## src/rtl/mem_arb_pkg.sv

```systemverilog
// mem_arb_pkg: shared FSM state type for mem_arbiter and its helpers
package mem_arb_pkg;
  typedef enum logic [1:0] {IDLE, ISSUE, WAIT_DATA} arb_state_e;
endpackage

```

## src/rtl/rr_pick.sv

```systemverilog
// rr_pick: combinational round-robin winner select, first set req at or above ptr, wrapping
// Ports: req (request vector), ptr (scan start), valid (any request), win (winner index)
module rr_pick #(
  parameter int NUM_REQ = 2,
  parameter int PW = $clog2(NUM_REQ)
) (
  input  logic [NUM_REQ-1:0] req,
  input  logic [PW-1:0]      ptr,
  output logic               valid,
  output logic [PW-1:0]      win
);
  logic [PW-1:0] lo, hi;
  logic hi_v;
  // Descending scan leaves the lowest match: hi is the lowest set bit at/above ptr,
  // lo the lowest overall, which is the wrapped winner when nothing sits at/above ptr.
  always_comb begin
    lo = '0;
    hi = '0;
    hi_v = 1'b0;
    for (int j = NUM_REQ - 1; j >= 0; j--) begin
      if (req[j]) lo = PW'(j);
      if (req[j] && PW'(j) >= ptr) begin
        hi = PW'(j);
        hi_v = 1'b1;
      end
    end
  end
  assign valid = |req;
  assign win = hi_v ? hi : lo;
endmodule

```

## src/rtl/mem_arbiter.sv

```systemverilog
// mem_arbiter: shares one memory read port among NUM_REQ single-word read requesters
// Ports: req/addr from requesters; gnt/rvalid/rdata/busy back to them;
//        mem_address/mem_read to memory; mem_readdata/mem_readdatavalid/mem_waitrequest from it.
// Build option: MEM_ARB_FIXED_PRIO_EN selects fixed lowest-index priority instead of round-robin.
module mem_arbiter
  import mem_arb_pkg::*;
#(
  parameter int NUM_REQ = 2,
  parameter int ADDR_WIDTH = 32,
  parameter int DATA_WIDTH = 64
) (
  input  logic                          clk,
  input  logic                          rst_n,
  input  logic [NUM_REQ-1:0]            req,
  input  logic [NUM_REQ*ADDR_WIDTH-1:0] addr,
  output logic [NUM_REQ-1:0]            gnt,
  output logic [NUM_REQ-1:0]            rvalid,
  output logic [DATA_WIDTH-1:0]         rdata,
  output logic                          busy,
  output logic [ADDR_WIDTH-1:0]         mem_address,
  output logic                          mem_read,
  input  logic [DATA_WIDTH-1:0]         mem_readdata,
  input  logic                          mem_readdatavalid,
  input  logic                          mem_waitrequest
);
  localparam int PW = $clog2(NUM_REQ);
  arb_state_e state, state_d;
  logic [PW-1:0] owner, win, ptr;
  logic [ADDR_WIDTH-1:0] addr_q, addr_sel;
  logic valid;
  logic done;
  assign done = state == WAIT_DATA && mem_readdatavalid;
`ifdef MEM_ARB_FIXED_PRIO_EN
  assign ptr = '0;
`else
  logic [PW-1:0] rr_ptr;
  assign ptr = rr_ptr;
  always_ff @(posedge clk or negedge rst_n)
    if (!rst_n) rr_ptr <= '0;
    else if (done) rr_ptr <= owner == PW'(NUM_REQ - 1) ? '0 : owner + PW'(1);
`endif
  rr_pick #(.NUM_REQ(NUM_REQ), .PW(PW)) u_pick (
    .req(req),
    .ptr(ptr),
    .valid(valid),
    .win(win)
  );
  always_comb begin
    addr_sel = '0;
    for (int j = 0; j < NUM_REQ; j++)
      if (PW'(j) == win) addr_sel = addr[j*ADDR_WIDTH +: ADDR_WIDTH];
  end
  always_comb begin
    state_d = state;
    case (state)
      IDLE:      state_d = valid ? ISSUE : IDLE;
      ISSUE:     state_d = mem_waitrequest ? ISSUE : WAIT_DATA;
      WAIT_DATA: state_d = mem_readdatavalid ? IDLE : WAIT_DATA;
      default:   state_d = IDLE;
    endcase
    mem_read = state == ISSUE;
    busy = state != IDLE;
    gnt = (state == ISSUE && !mem_waitrequest) ? NUM_REQ'(1) << owner : '0;
  end
  assign mem_address = addr_q;
  always_ff @(posedge clk or negedge rst_n)
    if (!rst_n) begin
      state <= IDLE;
      owner <= '0;
      addr_q <= '0;
      rvalid <= '0;
      rdata <= '0;
    end else begin
      state <= state_d;
      rvalid <= done ? NUM_REQ'(1) << owner : '0;
      if (state == IDLE && valid) begin
        owner <= win;
        addr_q <= addr_sel;
      end
      if (done) rdata <= mem_readdata;
    end
endmodule

```

## config.mk

```make
export PLATFORM = sky130hd
export DESIGN_NAME = mem_arbiter
export DESIGN_NICKNAME = d
export VERILOG_FILES = /design/src/rtl/mem_arb_pkg.sv /design/src/rtl/rr_pick.sv /design/src/rtl/mem_arbiter.sv
export SDC_FILE = /design/constraint.sdc
export NUM_CORES = 1
export LEC_CHECK = 0
export CAP_MARGIN = 30
export CORE_MARGIN = 1
export CORE_UTILIZATION = 42
export CTS_CLUSTER_DIAMETER = 100
export CTS_CLUSTER_SIZE = 8
export DETAILED_ROUTE_END_ITERATION = 8
export GPL_TIMING_DRIVEN = 0
export PLACE_DENSITY = 0.84
export SYNTH_ARGS = -nofsm -noshare
export SYNTH_HDL_FRONTEND = slang
export SYNTH_SLANG_ARGS = --single-unit
```

## constraint.sdc

```tcl
create_clock -name clk -period 3.9 [get_ports clk]
set_input_delay 1.17 -clock clk [delete_from_list [all_inputs] [get_ports clk]]
set_output_delay 1.17 -clock clk [all_outputs]
set_load 0.01 [all_outputs]
```

==> key figures <==
Status
  • Status: finished, final reports clean

Flow run
  • Total of max-cap violations: 0

Critical path
  • Startpoint Class: input pin
  • Crit-path max FO: 3
  • Worst path required time: 2.73 ns
  • Cell count of the worst reg-to-reg path: 4
  • Arrival @ worst endpoint: 2.47 ns
  • Worst setup EP type: primary output
  • CP Class: input pin to primary output

Layout
  • Fraction of layout cells with a size suffix above 1: 15.9%
  • Synth-to-layout area growth: 64.4%
  • Diode count: 0
  • # nets final: 726
  • Fill cell count: 726

Synthesis
  • Mapped Area: 4230 um2
  • Sequential share of the synthesized area: 60.4%
  • Leading area contributor after synthesis: dfrtp_1
  • Synth top area share: 60.4%
  • Ys Warns: 0
  • Synthesized flop and latch total: 102
  • Distinct cell type count after synthesis: 18
  • Syn Inst Count: 346
  • Mean Syn Cell Area: 12.2 um2
  • Syn nets: 480
  • Top cells by area, synth: dfrtp_1 60%, mux2_2 17%, a31oi_1 4.7%

Worst hold path
  • Worst hold path type: flip-flop to flip-flop
  • Hold-critical path depth: 1

Detailed routing
  • Met2 WL: 6160 um
  • Met1 WL: 4410 um
  • DRC Markers: 0
  • 1st-iter DRT viols: 104
  • DR pass1 iterations: 5
  • DR WL/cell: 16.3 um
  • Final ANT Viol Nets: 0
  • DR top layer: met4
  • Met3 WL: 1020 um
  • DR vias/cell: 5.17
  • Via count: 3,772
  • Drt total wl: 11,900 um

Floorplanning
  • Core Rows: 36
  • Die Y: 102 um
  • Starting Density: 43.2%
  • Die W: 102 um
  • Die ar.: 10,500 um2
  • Ports: 236
  • Core box area: 9770 um2

Place
  • IO buf count: 234
  • Placer Congestion: 0.926
  • Post-DP HPWL: 9320 um
  • DP Worst Slack: 0.271 ns

STA
  • Final setup fails: 0
  • Max Slew Vio Count: 0
  • Setup ws final: 0.256 ns
  • Tmin final: 3.64 ns
  • Clk_skew: 0.00902 ns
  • Unrepaired setup endpoints after global routing: false
  • Hold Fails Final Rpt: 0
  • Slew @ Worst Pin: 0.656 ns
  • Slew HR: 56.3%
  • Max frequency: 274 MHz
  • Crit share post-route: 93.4%
  • Total negative setup slack: 0 ns
  • Hold_ws: 0.461 ns

Clocking
  • Hold Buf Count CTS: 0
  • TritonCTS Buffers: 9
  • CTS max path bufs: 2
  • Post-CTS setup repair buffer count: 0
  • Clock Sinks: 102
  • H-tree lvl count: 3
  • Clk_lat worst skew: 0.35 ns
  • CTS tree: built
  • Post-CTS sizing: 0
  • Root Buffer: clkbuf_8
  • Clock transition at path regs: 0.09 ns

GRT
  • Largest net degree at the start of global routing: 54
  • Total global-route track usage: 22.2%
  • Total global routing overflow: 0
  • Antenna violations before repair: 0
  • Number of global-route vias before repair: 3,637
  • First-pass GRT wire length: 17,600 um

Pwr
  • Total power: 5.03 mW
  • Leak pwr: 2.82 nW
  • Power per standard cell area: 724 nW/um2
  • Max VDD drop: 322 uV
[Yosys cell counts]
master      n
and2_4      1
nand3b_1    1
inv_1       4
buf_2       9
nand2b_1    3
nor2_1      5
o32ai_1     1
a21o_1      1
clkbuf_1   18
a21oi_1    33
nand3_1    32
buf_6       4
mux2_2     64
or2_1       1
a31oi_1    32
dfrtp_1   102
nor2b_1     2
o21ai_0    33
[layout make-up]
cell class,instances,area [um2],share of cell area [%]
plain buffers,31,158,2.27
clock buffers,13,169,2.43
clock inverters,3,17.5,0.252
inverters,4,15.0,0.216
multi-input cells,209,1500,21.6
flip-flops and latches,102,2550,36.8
well taps,133,166,2.40
repair buffers,235,2370,34.1
[cell families (layout without fill, tap and decap cells)]
group                  count (synthesis)  in the layout  share of synthesized area (%)
AND/OR/NAND/NOR                       45             45                           5.51
multiplexers                          64             64                           17.1
AO/OA/AOI/OAI                        100            100                           12.9
buffers and inverters                 35            286                           4.09
flip-flops                           102            102                           60.4
[flip-flops by register name, indices dropped and copies added (netlist names)]
name,flops
rdata,64
mem_address,32
rvalid,2
state,2
owner,1
ptr,1
[report_power, final]
part,switching [mW],internal [mW],total [mW]
Sequential,0.282,1.59,1.87
Combinational,1.03,1.50,2.53
Clock,0.344,0.283,0.627
Total,1.65,3.37,5.03
[cells in the final DEF (no fill, tap or decap), drive strengths merged]
master         count
a21oi             33
nor2b              2
a21o               1
nor2               5
nand2b             3
nand3b             1
o21ai             33
clkdlybuf4s50    233
o32ai              1
inv                4
mux2              64
dfrtp            102
clkinv             2
and2               1
nand3             32
or2                1
a31oi             32
buf               15
clkbuf            31
clkinvlp           1
[per-layer routing]
layer | vias up | track usage (%)
li1 | 1751 | -
met1 | 1823 | 24.6
met2 | 177 | 39.5
met3 | 21 | 6.02
met4 | 0 | 10.7
met5 | - | 0
[per-stage QoR]
stage / cell area, um2 / utilization [%] / cells
final: 6950 / 71.1 / 730
after global routing: 6950 / 71.1 / 730
after CTS: 6950 / 71.1 / 730
after detailed placement: 6760 / 69.2 / 714
after global placement: 6730 / 68.9 / 713
after floorplan: 4230 / - / 346
[critical path, stage by stage]
cell and delay, ns:
clkdlybuf4s50_1 0.42, nand2b_1 0.19, nor2_1 0.12, clkdlybuf4s50_1 0.58
[worst paths after layout]
path	start	endpoint	slack [ns]
max	mem_waitrequest	gnt[0]	0.26
min	owner	rvalid[0]	0.46
max reg2reg	state[1]	mem_address[24]	2.27
min reg2reg	owner	rvalid[0]	0.46
max in group asynchronous	rst_n	rdata[54]	2.38
min in group asynchronous	rst_n	rdata[6]	0.83
Note: power is estimated with default switching activity, not from simulation.
